===== config.mk =====
export PLATFORM = sky130hd
export DESIGN_NAME = acq_write_control
export DESIGN_NICKNAME = d
export VERILOG_FILES = /design/src/rtl/acq_pkg.sv /design/src/rtl/acq_trig_detect.sv /design/src/rtl/acq_write_control.sv
export SDC_FILE = /design/constraint.sdc
export NUM_CORES = 1
export LEC_CHECK = 0
export BUFFER_PORTS_ARGS = -buffer_cell sky130_fd_sc_hd__buf_2
export CAP_MARGIN = 20
export CORE_UTILIZATION = 45
export CTS_CLUSTER_SIZE = 28
export DETAILED_ROUTE_END_ITERATION = 7
export PLACE_DENSITY = 0.64
export RECOVER_POWER = 25
export SETUP_SLACK_MARGIN = 0.5
export SYNTH_ARGS = -nofsm -noshare
export SYNTH_HDL_FRONTEND = slang
export SYNTH_SLANG_ARGS = --single-unit

===== constraint.sdc =====
create_clock -name clk -period 7.64 [get_ports clk]
set_input_delay 1.528 -clock clk [delete_from_list [all_inputs] [get_ports clk]]
set_output_delay 1.528 -clock clk [all_outputs]
set_load 0.05 [all_outputs]

===== src/rtl/acq_pkg.sv =====
// ---------------------------------------------------------------------------
// acq_pkg
// Shared definitions for the multi-channel acquisition write controller:
// trigger-mode codes, FSM state encoding and data_out field offsets.
// ---------------------------------------------------------------------------
package acq_pkg;

    // Trigger modes, as presented on trig_mode
    localparam logic [1:0] TRIG_IMM  = 2'd0;
    localparam logic [1:0] TRIG_RISE = 2'd1;
    localparam logic [1:0] TRIG_FALL = 2'd2;
    localparam logic [1:0] TRIG_BOTH = 2'd3;

    // Controller states
    typedef enum logic [2:0] {
        S_IDLE    = 3'd0,
        S_TRIGGER = 3'd1,
        S_CAPTURE = 3'd2,
        S_EMIT    = 3'd3,
        S_FLUSH   = 3'd4,
        S_DONE    = 3'd5
    } acq_state_t;

    // data_out layout: {ts[31:0], ch[7:0], zero pad, sample}
    localparam int TS_MSB = 63;
    localparam int TS_LSB = 32;
    localparam int CH_MSB = 31;
    localparam int CH_LSB = 24;

endpackage


===== src/rtl/acq_trig_detect.sv =====
// ---------------------------------------------------------------------------
// acq_trig_detect
// Edge/level trigger detector for the selected channel. Remembers the sample
// seen at the previous strobe (plus a valid flag) and raises fire for the
// strobe that satisfies the configured mode against the threshold.
//
// Ports
//   clk, rst   : clock, synchronous active-low reset
//   clear      : forget the previous sample (asserted when arming)
//   strobe     : one-cycle sample strobe while waiting for the trigger
//   mode       : TRIG_IMM / TRIG_RISE / TRIG_FALL / TRIG_BOTH
//   level      : unsigned threshold
//   sample     : current sample of the trigger channel
//   fire       : combinational, high only in the cycle of the firing strobe
// ---------------------------------------------------------------------------
module acq_trig_detect
    import acq_pkg::*;
#(
    parameter int DATA_W = 12
) (
    input  logic              clk,
    input  logic              rst,
    input  logic              clear,
    input  logic              strobe,
    input  logic [1:0]        mode,
    input  logic [DATA_W-1:0] level,
    input  logic [DATA_W-1:0] sample,
    output logic              fire
);

    logic [DATA_W-1:0] prev;
    logic              valid;
    logic              rise;
    logic              fall;

    always_ff @(posedge clk) begin
        if (!rst) begin
            prev  <= '0;
            valid <= 1'b0;
        end else if (clear) begin
            prev  <= '0;
            valid <= 1'b0;
        end else if (strobe) begin
            prev  <= sample;
            valid <= 1'b1;
        end
    end

    // The first strobe after arming only primes prev, so edge modes need valid.
    always_comb begin
        rise = valid && (prev < level) && (sample >= level);
        fall = valid && (prev > level) && (sample <= level);
        fire = 1'b0;
        if (strobe) begin
            case (mode)
                TRIG_IMM:  fire = 1'b1;
                TRIG_RISE: fire = rise;
                TRIG_FALL: fire = fall;
                default:   fire = rise || fall;
            endcase
        end
    end

endmodule


===== src/rtl/acq_write_control.sv =====
// ---------------------------------------------------------------------------
// acq_write_control
// Multi-channel ADC write controller. Arms on wr_en, waits for a trigger on
// one channel, then captures sample_count sample sets. Each set becomes one
// 64-bit FIFO word per channel; write_SRAM_en is pulsed every BURST words and
// once more at the end for a partial burst.
//
// Ports
//   clk, rst        : clock, synchronous active-low reset
//   wr_en           : software arm / acknowledge level
//   trig_mode       : trigger mode (latched at arm)
//   trig_ch         : trigger channel (latched at arm)
//   trig_level      : trigger threshold (latched at arm)
//   sample_count    : sets to capture (latched at arm)
//   new_data        : ADC data-valid level, rising edge = strobe
//   data_in         : channel c at [c*DATA_W +: DATA_W]
//   fifo_full       : FIFO backpressure
//   data_out        : {ts, ch, pad, sample}
//   write_fifo_en   : one-cycle FIFO write strobe
//   write_SRAM_en   : one-cycle SRAM write request
//   write_end       : capture complete, held until wr_en drops
//   overrun         : sticky, a strobe arrived while a set was being emitted
// ---------------------------------------------------------------------------
module acq_write_control
    import acq_pkg::*;
#(
    parameter  int DATA_W = 12,
    parameter  int N_CH   = 4,
    parameter  int TS_W   = 32,
    parameter  int BURST  = 4,
    parameter  int CNT_W  = 16,
    localparam int CH_W   = (N_CH > 1) ? $clog2(N_CH) : 1
) (
    input  logic                   clk,
    input  logic                   rst,
    input  logic                   wr_en,
    input  logic [1:0]             trig_mode,
    input  logic [CH_W-1:0]        trig_ch,
    input  logic [DATA_W-1:0]      trig_level,
    input  logic [CNT_W-1:0]       sample_count,
    input  logic                   new_data,
    input  logic [N_CH*DATA_W-1:0] data_in,
    input  logic                   fifo_full,
    output logic [63:0]            data_out,
    output logic                   write_fifo_en,
    output logic                   write_SRAM_en,
    output logic                   write_end,
    output logic                   overrun
);

    localparam int BW = (BURST > 1) ? $clog2(BURST) : 1;

    acq_state_t state, state_d;

    logic                   new_data_q;
    logic                   strobe;
    logic [TS_W-1:0]        ts_q;

    logic [1:0]             mode_q;
    logic [CH_W-1:0]        trig_ch_q;
    logic [DATA_W-1:0]      level_q;
    logic [CNT_W-1:0]       count_q;

    logic [N_CH*DATA_W-1:0] snap_data;
    logic [TS_W-1:0]        snap_ts;
    logic [CH_W-1:0]        ch_idx;
    logic [CNT_W-1:0]       set_cnt;
    logic [CNT_W-1:0]       set_next;
    logic [BW-1:0]          burst_cnt;

    logic                   arm;
    logic                   take_set;
    logic                   emit;
    logic                   last_ch;
    logic                   det_strobe;
    logic                   fire;
    logic [63:0]            word;

    assign strobe   = new_data && !new_data_q;
    assign set_next = set_cnt + CNT_W'(1);

    acq_trig_detect #(.DATA_W(DATA_W)) u_trig (
        .clk    (clk),
        .rst    (rst),
        .clear  (arm),
        .strobe (det_strobe),
        .mode   (mode_q),
        .level  (level_q),
        .sample (data_in[trig_ch_q*DATA_W +: DATA_W]),
        .fire   (fire)
    );

    // State register
    always_ff @(posedge clk) begin
        if (!rst) state <= S_IDLE;
        else      state <= state_d;
    end

    // Next state and per-cycle actions
    always_comb begin
        state_d    = state;
        arm        = 1'b0;
        take_set   = 1'b0;
        emit       = 1'b0;
        last_ch    = 1'b0;
        det_strobe = 1'b0;
        case (state)
            S_IDLE: begin
                if (wr_en) begin
                    arm     = 1'b1;
                    state_d = (sample_count == '0) ? S_DONE : S_TRIGGER;
                end
            end
            S_TRIGGER: begin
                det_strobe = strobe;
                if (!wr_en) begin
                    state_d = S_IDLE;
                end else if (fire) begin
                    take_set = 1'b1;
                    state_d  = S_EMIT;
                end
            end
            S_CAPTURE: begin
                if (!wr_en) begin
                    state_d = S_FLUSH;
                end else if (strobe) begin
                    take_set = 1'b1;
                    state_d  = S_EMIT;
                end
            end
            S_EMIT: begin
                if (!fifo_full) begin
                    emit = 1'b1;
                    if (ch_idx == CH_W'(N_CH - 1)) begin
                        last_ch = 1'b1;
                        if ((set_next == count_q) || !wr_en) state_d = S_FLUSH;
                        else                                 state_d = S_CAPTURE;
                    end
                end
            end
            S_FLUSH: state_d = S_DONE;
            S_DONE: begin
                if (!wr_en) state_d = S_IDLE;
            end
            default: state_d = S_IDLE;
        endcase
    end

    // Word for the channel currently being emitted
    always_comb begin
        word                 = '0;
        word[TS_MSB:TS_LSB]  = 32'(snap_ts);
        word[CH_MSB:CH_LSB]  = 8'(ch_idx);
        word[DATA_W-1:0]     = snap_data[ch_idx*DATA_W +: DATA_W];
    end

    // Datapath and registered outputs
    always_ff @(posedge clk) begin
        if (!rst) begin
            new_data_q    <= 1'b0;
            ts_q          <= '0;
            mode_q        <= TRIG_IMM;
            trig_ch_q     <= '0;
            level_q       <= '0;
            count_q       <= '0;
            snap_data     <= '0;
            snap_ts       <= '0;
            ch_idx        <= '0;
            set_cnt       <= '0;
            burst_cnt     <= '0;
            data_out      <= '0;
            write_fifo_en <= 1'b0;
            write_SRAM_en <= 1'b0;
            write_end     <= 1'b0;
            overrun       <= 1'b0;
        end else begin
            new_data_q    <= new_data;
            ts_q          <= ts_q + TS_W'(1);
            write_fifo_en <= 1'b0;
            write_SRAM_en <= 1'b0;
            write_end     <= (state_d == S_DONE);

            if (arm) begin
                mode_q    <= trig_mode;
                trig_ch_q <= trig_ch;
                level_q   <= trig_level;
                count_q   <= sample_count;
                overrun   <= 1'b0;
                set_cnt   <= '0;
                burst_cnt <= '0;
                ch_idx    <= '0;
            end

            // Timestamp taken is the value before this edge's increment.
            if (take_set) begin
                snap_data <= data_in;
                snap_ts   <= ts_q;
                ch_idx    <= '0;
            end

            // A set arriving while the previous one is still draining is lost.
            if ((state == S_EMIT) && strobe) overrun <= 1'b1;

            if (emit) begin
                data_out      <= word;
                write_fifo_en <= 1'b1;
                if (burst_cnt == BW'(BURST - 1)) begin
                    write_SRAM_en <= 1'b1;
                    burst_cnt     <= '0;
                end else begin
                    burst_cnt <= burst_cnt + BW'(1);
                end
                if (last_ch) begin
                    ch_idx  <= '0;
                    set_cnt <= set_next;
                end else begin
                    ch_idx <= ch_idx + CH_W'(1);
                end
            end

            // Partial burst left over at the end gets its own SRAM request.
            if ((state == S_FLUSH) && (burst_cnt != '0)) begin
                write_SRAM_en <= 1'b1;
                burst_cnt     <= '0;
            end
        end
    end

endmodule


Word level (Yosys, flattened, before mapping). Index checks and enable logic that the tools add are counted.

Register bits: 231. Bits of input ports: 85. Word-level logic and storage cells: 104.

Add/subtract/negate cells: 4. Multipliers: 2. $lt $le $gt $ge: 4. Eq/ne operators: 11. Shift operators: 2. Multiplexer cells: 41. Bitwise logic cells: 1. Reductions and logical operators: 20.

Operators by type and width (number): $shiftx A48 B7 Y12 (2); $mux W16 (3); $add A32 B1 Y32 const B (1); $mux W3 (10); $mux W1 (19); $pmux W3 S6 (1); $add A16 B1 Y16 const B (1); $eq A16 B16 Y1 (1); $logic_not A16 Y1 (1); $ge A12 B12 Y1 (1); $gt A12 B12 Y1 (1); $le A12 B12 Y1 (1); $lt A12 B12 Y1 (1); $mux W2 (6); $eq A3 B3 Y1 const B (3); $mul A2 B2 Y4 const B (2); $logic_and A1 B1 Y1 (7); $eq A2 B2 Y1 const B (3); $eq A3 B2 Y1 const B (2); $reduce_bool A2 Y1 (3); $add A2 B1 Y2 const B (2); $reduce_or A2 Y1 (2); $eq A3 B1 Y1 const B (1); $logic_not A3 Y1 (1); 8 further kinds (10).

Longest topological paths before layout.
Depth after elaboration: 12. Depth in mapped cells: 12. Depth with buffers taken out: 11.

Cells and area by module. A second synthesis with hierarchy kept.

Cell total of the unflattened synthesis: 1262. Area total of the unflattened synthesis: 10879.2 µm².

Modules (own cells, without submodules): acq_write_control (times used 1, cells each 1142, area each 9816.9 µm²); acq_trig_detect (times used 1, cells each 120, area each 1062.3 µm²).

Worst setup path before layout. No wires, ideal clock.

Path type: in2reg. Start: in data_in[41]. End: reg snap_data[37]. Arrival time: 4.165 ns. Slack: 3.347 ns. Stages on the path: 11. Buffers on the path: 1. Cells stage by stage: mux4_2 -> ha_1 -> a21o_1 -> a221o_1 -> a221o_1 -> nor2_1 -> xor2_1 -> a221oi_1 -> o21ai_1 -> clkbuf_1 -> a2bb2oi_1.

Cells in the longest elaborated chain, start to end: 9. Elaborated cells on any way between the ends: 11. Those cells by class: order compare: 2; shift: 1; mux: 5; reduce/logical: 3.

Ends and longest elaborated chain: from (decl) (line acq_write_control.sv:42) `input logic [N_CH*DATA_W-1:0] data_in,`; $shiftx A48 B7 Y12 (*) (line acq_write_control.sv:89) `.sample (data_in[trig_ch_q*DATA_W +: DATA_W]),`; $ge A12 B12 Y1 / $le A12 B12 Y1 (equally long branches) (line acq_trig_detect.sv:51, acq_trig_detect.sv:52); $logic_and A1 B1 Y1, on equally long branches (line acq_trig_detect.sv:51, acq_trig_detect.sv:52); $logic_or A1 B1 Y1 (line acq_trig_detect.sv:59) `default: fire = rise || fall;`; $pmux W1 S3 (*) (line acq_trig_detect.sv:55) `case (mode)`; $mux W1 (*) (line acq_trig_detect.sv:54) `if (strobe) begin`; $mux W1 (*) (line acq_write_control.sv:118) `end else if (fire) begin`; $mux W1 (*) (line acq_write_control.sv:116) `if (!wr_en) begin`; $pmux W1 S2 (*) (line acq_write_control.sv:107) `case (state)`; to (signal assigned) (line acq_write_control.sv:196) `snap_data <= data_in;`; to (decl) (line acq_write_control.sv:64) `logic [N_CH*DATA_W-1:0] snap_data;`.

Every way passes the cells marked *; elsewhere a longest branch is shown, timed or not. A chain may end at the register's enable or synchronous reset.

Final worst setup path.
Start: in data_in[41]. End: reg snap_data[18].

Cells in the longest elaborated chain, start to end: 9. Elaborated cells on any way between the ends: 11. Those cells by class: order compare: 2; shift: 1; mux: 5; reduce/logical: 3.

Ends and longest elaborated chain: $shiftx A48 B7 Y12 (*) (line acq_write_control.sv:89); named net u_trig.sample[5] (line acq_trig_detect.sv:27) `input logic [DATA_W-1:0] sample,`; $ge A12 B12 Y1 / $le A12 B12 Y1 (equally long branches) (line acq_trig_detect.sv:51, acq_trig_detect.sv:52); $logic_and A1 B1 Y1, on equally long branches (line acq_trig_detect.sv:51, acq_trig_detect.sv:52); $logic_or A1 B1 Y1 (line acq_trig_detect.sv:59); $pmux W1 S3 (*) (line acq_trig_detect.sv:55); $mux W1 (*) (line acq_trig_detect.sv:54); $mux W1 (*) (line acq_write_control.sv:118); $mux W1 (*) (line acq_write_control.sv:116); $pmux W1 S2 (*) (line acq_write_control.sv:107).

The timed path passes the listed nets; every way through them passes the cells marked *.

==> metrics.md <==
| Metric | Value |
|---|---|
| Top cells by count, synth | `nand2_1 (283), dfxtp_1 (231), a21boi_0 (87), a2bb2oi_1 (80), clkbuf_1 (57)` |
| CTS hold repair buffers | `0` |
| Layout cells sized above 1 | `roughly 15%` |
| Worst path max stage delay | `740 ps` |
| Vias in the first global route | `8128` |
| Core area | `22900 um^2` |
| Worst-path maximum fanout | `64` |
| IO Count | `153` |
| EDFF count, synth | `0` |
| Count leader, synth | `nand2_1` |
| Crit start category | `input port` |
| Power per cell area | `229 nW/um^2` |
| Area of the multi-input gates | `approximately 5500 um^2` |
| WHS | `447 ps` |
| CTS Buf Count | `26` |
| Post-CTS Resized | `0` |
| Fill count | `2174` |
| Fin. Hold Viols | `0` |
| Die H | `156 um` |
| Initial DRT Pass Iterations | `4` |
| Starting density of the core | `46.4%` |
| TNS Setup | `0 ps` |
| Top cells by area, synth | `dfxtp_1 (44%), nand2_1 (10%), a2bb2oi_1 (6.6%)` |
| Gate power share | `7.6%` |
| CTS tree | `built` |
| Clock Tree Buf Depth | `3` |
| CP arrival | `5200 ps` |
| Main combinational cell family by area after synthesis | `simple AND/OR/NAND/NOR gates` |
| CP endpoint kind | `register` |
| Simple-Gate Fraction of Synth Area | `between 20% and 30%` |
| Period Utilization, post-route | `62.3%` |
| CP Cell Sequence | `buf_2 -> mux4_2 -> ha_1 -> a21o_1 -> a221o_1 -> a221o_1 -> nor2_1 -> xor2_1 -> a221oi_1 -> o21ai_4 -> buf_4 -> a2bb2oi_1` |
| Max Slew Vio Count | `52` |
| Reg2reg start | `trig_ch_q[0]` |
| Clock Skews | `19.5 ps` |
| Max-Slew Margin vs Limit | `-50.0%` |
| Distinct cells, synth | `65` |
| Min Tclk post-route | `4760 ps` |
| Ys Warns | `0` |
| Crit-path slowest cell | `a221oi_1` |
| Sw Ratio | `22.4%` |
| Post-synthesis cell count | `1175` |
| Chip width | `156 um` |
| Internal power | `0.00220 W` |
| Port Buffer Count | `134` |
| Failing checks | `max-capacitance violations, max-slew violations` |
| FP Rows | `55` |
| Cell taking the most area after synthesis | `dfxtp_1` |
| Slew @ Worst Pin | `2250 ps` |
| Root Buffer | `clkbuf_16` |
| Top delay family on crit path | `compound AO/OA/AOI/OAI gates` |
| Finish-stage setup viols | `0` |
| Leakage power total | `4.85 nW` |
| RSZ-0062 raised after global routing | `false` |
| #FFs+latches synth | `231` |
| Netlist Area Pre-Place | `10600 um^2` |
| Critical Path RT | `8080 ps` |
| Die ar. | `24200 um^2` |
| Part of the power in registers | `44.4%` |
| Hpwl dp | `16300 um` |
| H-Tree Depth | `1` |
| WL final | `24100 um` |
| Compound-Gate Fraction of Synth Area | `17.2%` |
| Clock sink count | `231` |
| GR Overflow Total | `0` |
| Post-synthesis xor/xnor area fraction | `under 10%` |
| Ys async rst share | `0%` |
| Peak supply drop | `0.175 mV` |
| Via-to-Cell Ratio | `5.17` |
| WL/cell | `15.0 um` |
| Layout area overhead | `16.0%` |
| Worst-Skew Late Latency | `~530 ps` |
| Crit Path Class | `in2reg` |
| Most frequent CP cell | `a221o_1` |
| Residual antenna-violating net count after detailed routing | `0` |
| Hold wc startpoint | `snap_data[45]` |
| Seq/Total Area, Yosys | `43.5%` |
| Mux share of post-synthesis cell area | `6.51%` |
| Tot Pwr | `0.00283 W` |
| Worst Setup SP | `data_in[41]` |
| DRC violations left | `0` |
| Post-CTS setup buffers | `0` |
| Clock slew at reported path FFs | `approximately 60 ps` |
| Post-synthesis adder-cell area fraction | `3.42%` |
| Share of the synthesized area in the top cell type | `between 40% and 50%` |
| Max cap viols | `1` |
| WP buf/inv | `2` |
| Min-delay worst type | `reg2reg` |
| First-pass GRT wire length | `40300 um` |
| Register area | `4620 um^2` |
| Iter 0 DRT Violations | `~460` |
| Net Switching | `between 0.0006 and 0.0007 W` |
| Clock power share | `48.0%` |
| Top_reg_cell synth | `dfxtp_1` |
| Mapped Avg Cell Area | `9.04 um^2` |
| All-Layer GR Usage | `a little over 20%` |
| Max Clock Freq | `210 MHz` |
| Via Count | `approximately 8300` |
| NumNets Final | `1381` |
| GPL Wtd Cong | `0.808` |
| Fin util | `53.8%` |
| Largest net degree at the start of global routing | `119` |
| Status | `finished, violations left` |
| Initial antenna violation count | `9` |
## path summary, 6_finish.rpt
path	endpoint	cells after the start	slack [ps]
setup / recovery	snap_data[18]	12	2880
setup reg to reg	snap_data[18]	11	2900
hold / removal	snap_data[45]	2	450
hold reg to reg	snap_data[45]	2	450
## power by group through the flow
| stage | Clock (W) | Sequential, W | Combinational (W) |
|---|---|---|---|
| after floorplan | 0 | 0.00127 | 0.000165 |
| after global placement | 0 | 0.00128 | 0.000212 |
| after detailed placement | 0 | 0.00128 | 0.000215 |
| after CTS | 0.00139 | 0.00126 | 0.000216 |
| after global routing | 0.00144 | 0.00126 | 0.000238 |
| final | 0.00136 | 0.00126 | 0.000214 |
## metrics by stage
stage               std cells  setup slack, ps  area (um^2)
floorplan                1192             3350        10700
global placement         1550             2390        11300
detailed placement       1551             2330        11400
CTS                      1597             2860        12300
global route             1601             2460        12300
finish                   1607             2880        12300
## kinds of logic (layout without fill, tap and decap cells)
group                    Yosys count  after routing
flip-flops                       231            231
other                              1             27
AND/OR/NAND/NOR                  471            471
adder cells (fa/ha/maj)           29             29
AO/OA/AOI/OAI                    240            240
XOR/XNOR                          46             46
buffers and inverters            118            211
multiplexers                      39             39
## area by class of cell
cell class              instances  area share, %
multi-input cells             843           44.8
flip-flops and latches        231           37.5
clock buffers                  37           6.26
repair buffers                142           5.92
well taps                     313           3.18
clock inverters                 9           1.47
inverters                      23          0.701
diodes                          9          0.183
## placed cells by master, fill, tap and decap left out, types with 9 or more instances in the layout
master     synthesis  routed
nand4_1           14      14
a2bb2oi_1         80      80
conb_1             1      18
xor2_1            15      15
nand3_1           24      23
ha_1              29      29
diode_2            0       9
nor2_1            41      40
o21ai_0           17      17
a21boi_0          87      87
inv_1             23      23
nor3_1            16      16
buf_2              9     104
nand2_1          283     283
xnor2_1           31      31
and2_1            32      31
mux4_2            24      24
a21oi_1           24      24
nor2b_1           15      15
mux2i_1           14      14
dfxtp_1          231     231
clkbuf_1          57      33
clkbuf_16          0      26
## tightest hold or removal path, cell delays in order (launching register included)
cell and delay (ps):
dfxtp_1 300, nand2_1 50, a2bb2oi_1 50
## per-layer routing
metal / GRT usage, % / wire (um)
met1: 26.1 / 11100
met2: 33.2 / 10900
met3: 5.47 / 1640
met4: 5.42 / 477
met5: 0 / 16
## flip-flops by register name, summed over array words and instances, names as in the netlist, 2 cells and up
register / flops
trig_ch_q: 2
ch_idx: 2
level_q: 12
data_out: 46
snap_ts: 32
count_q: 16
ts_q: 32
snap_data: 48
state: 3
burst_cnt: 2
u_trig.prev: 12
mode_q: 2
set_cnt: 16
(Power assumes the default switching activity.)
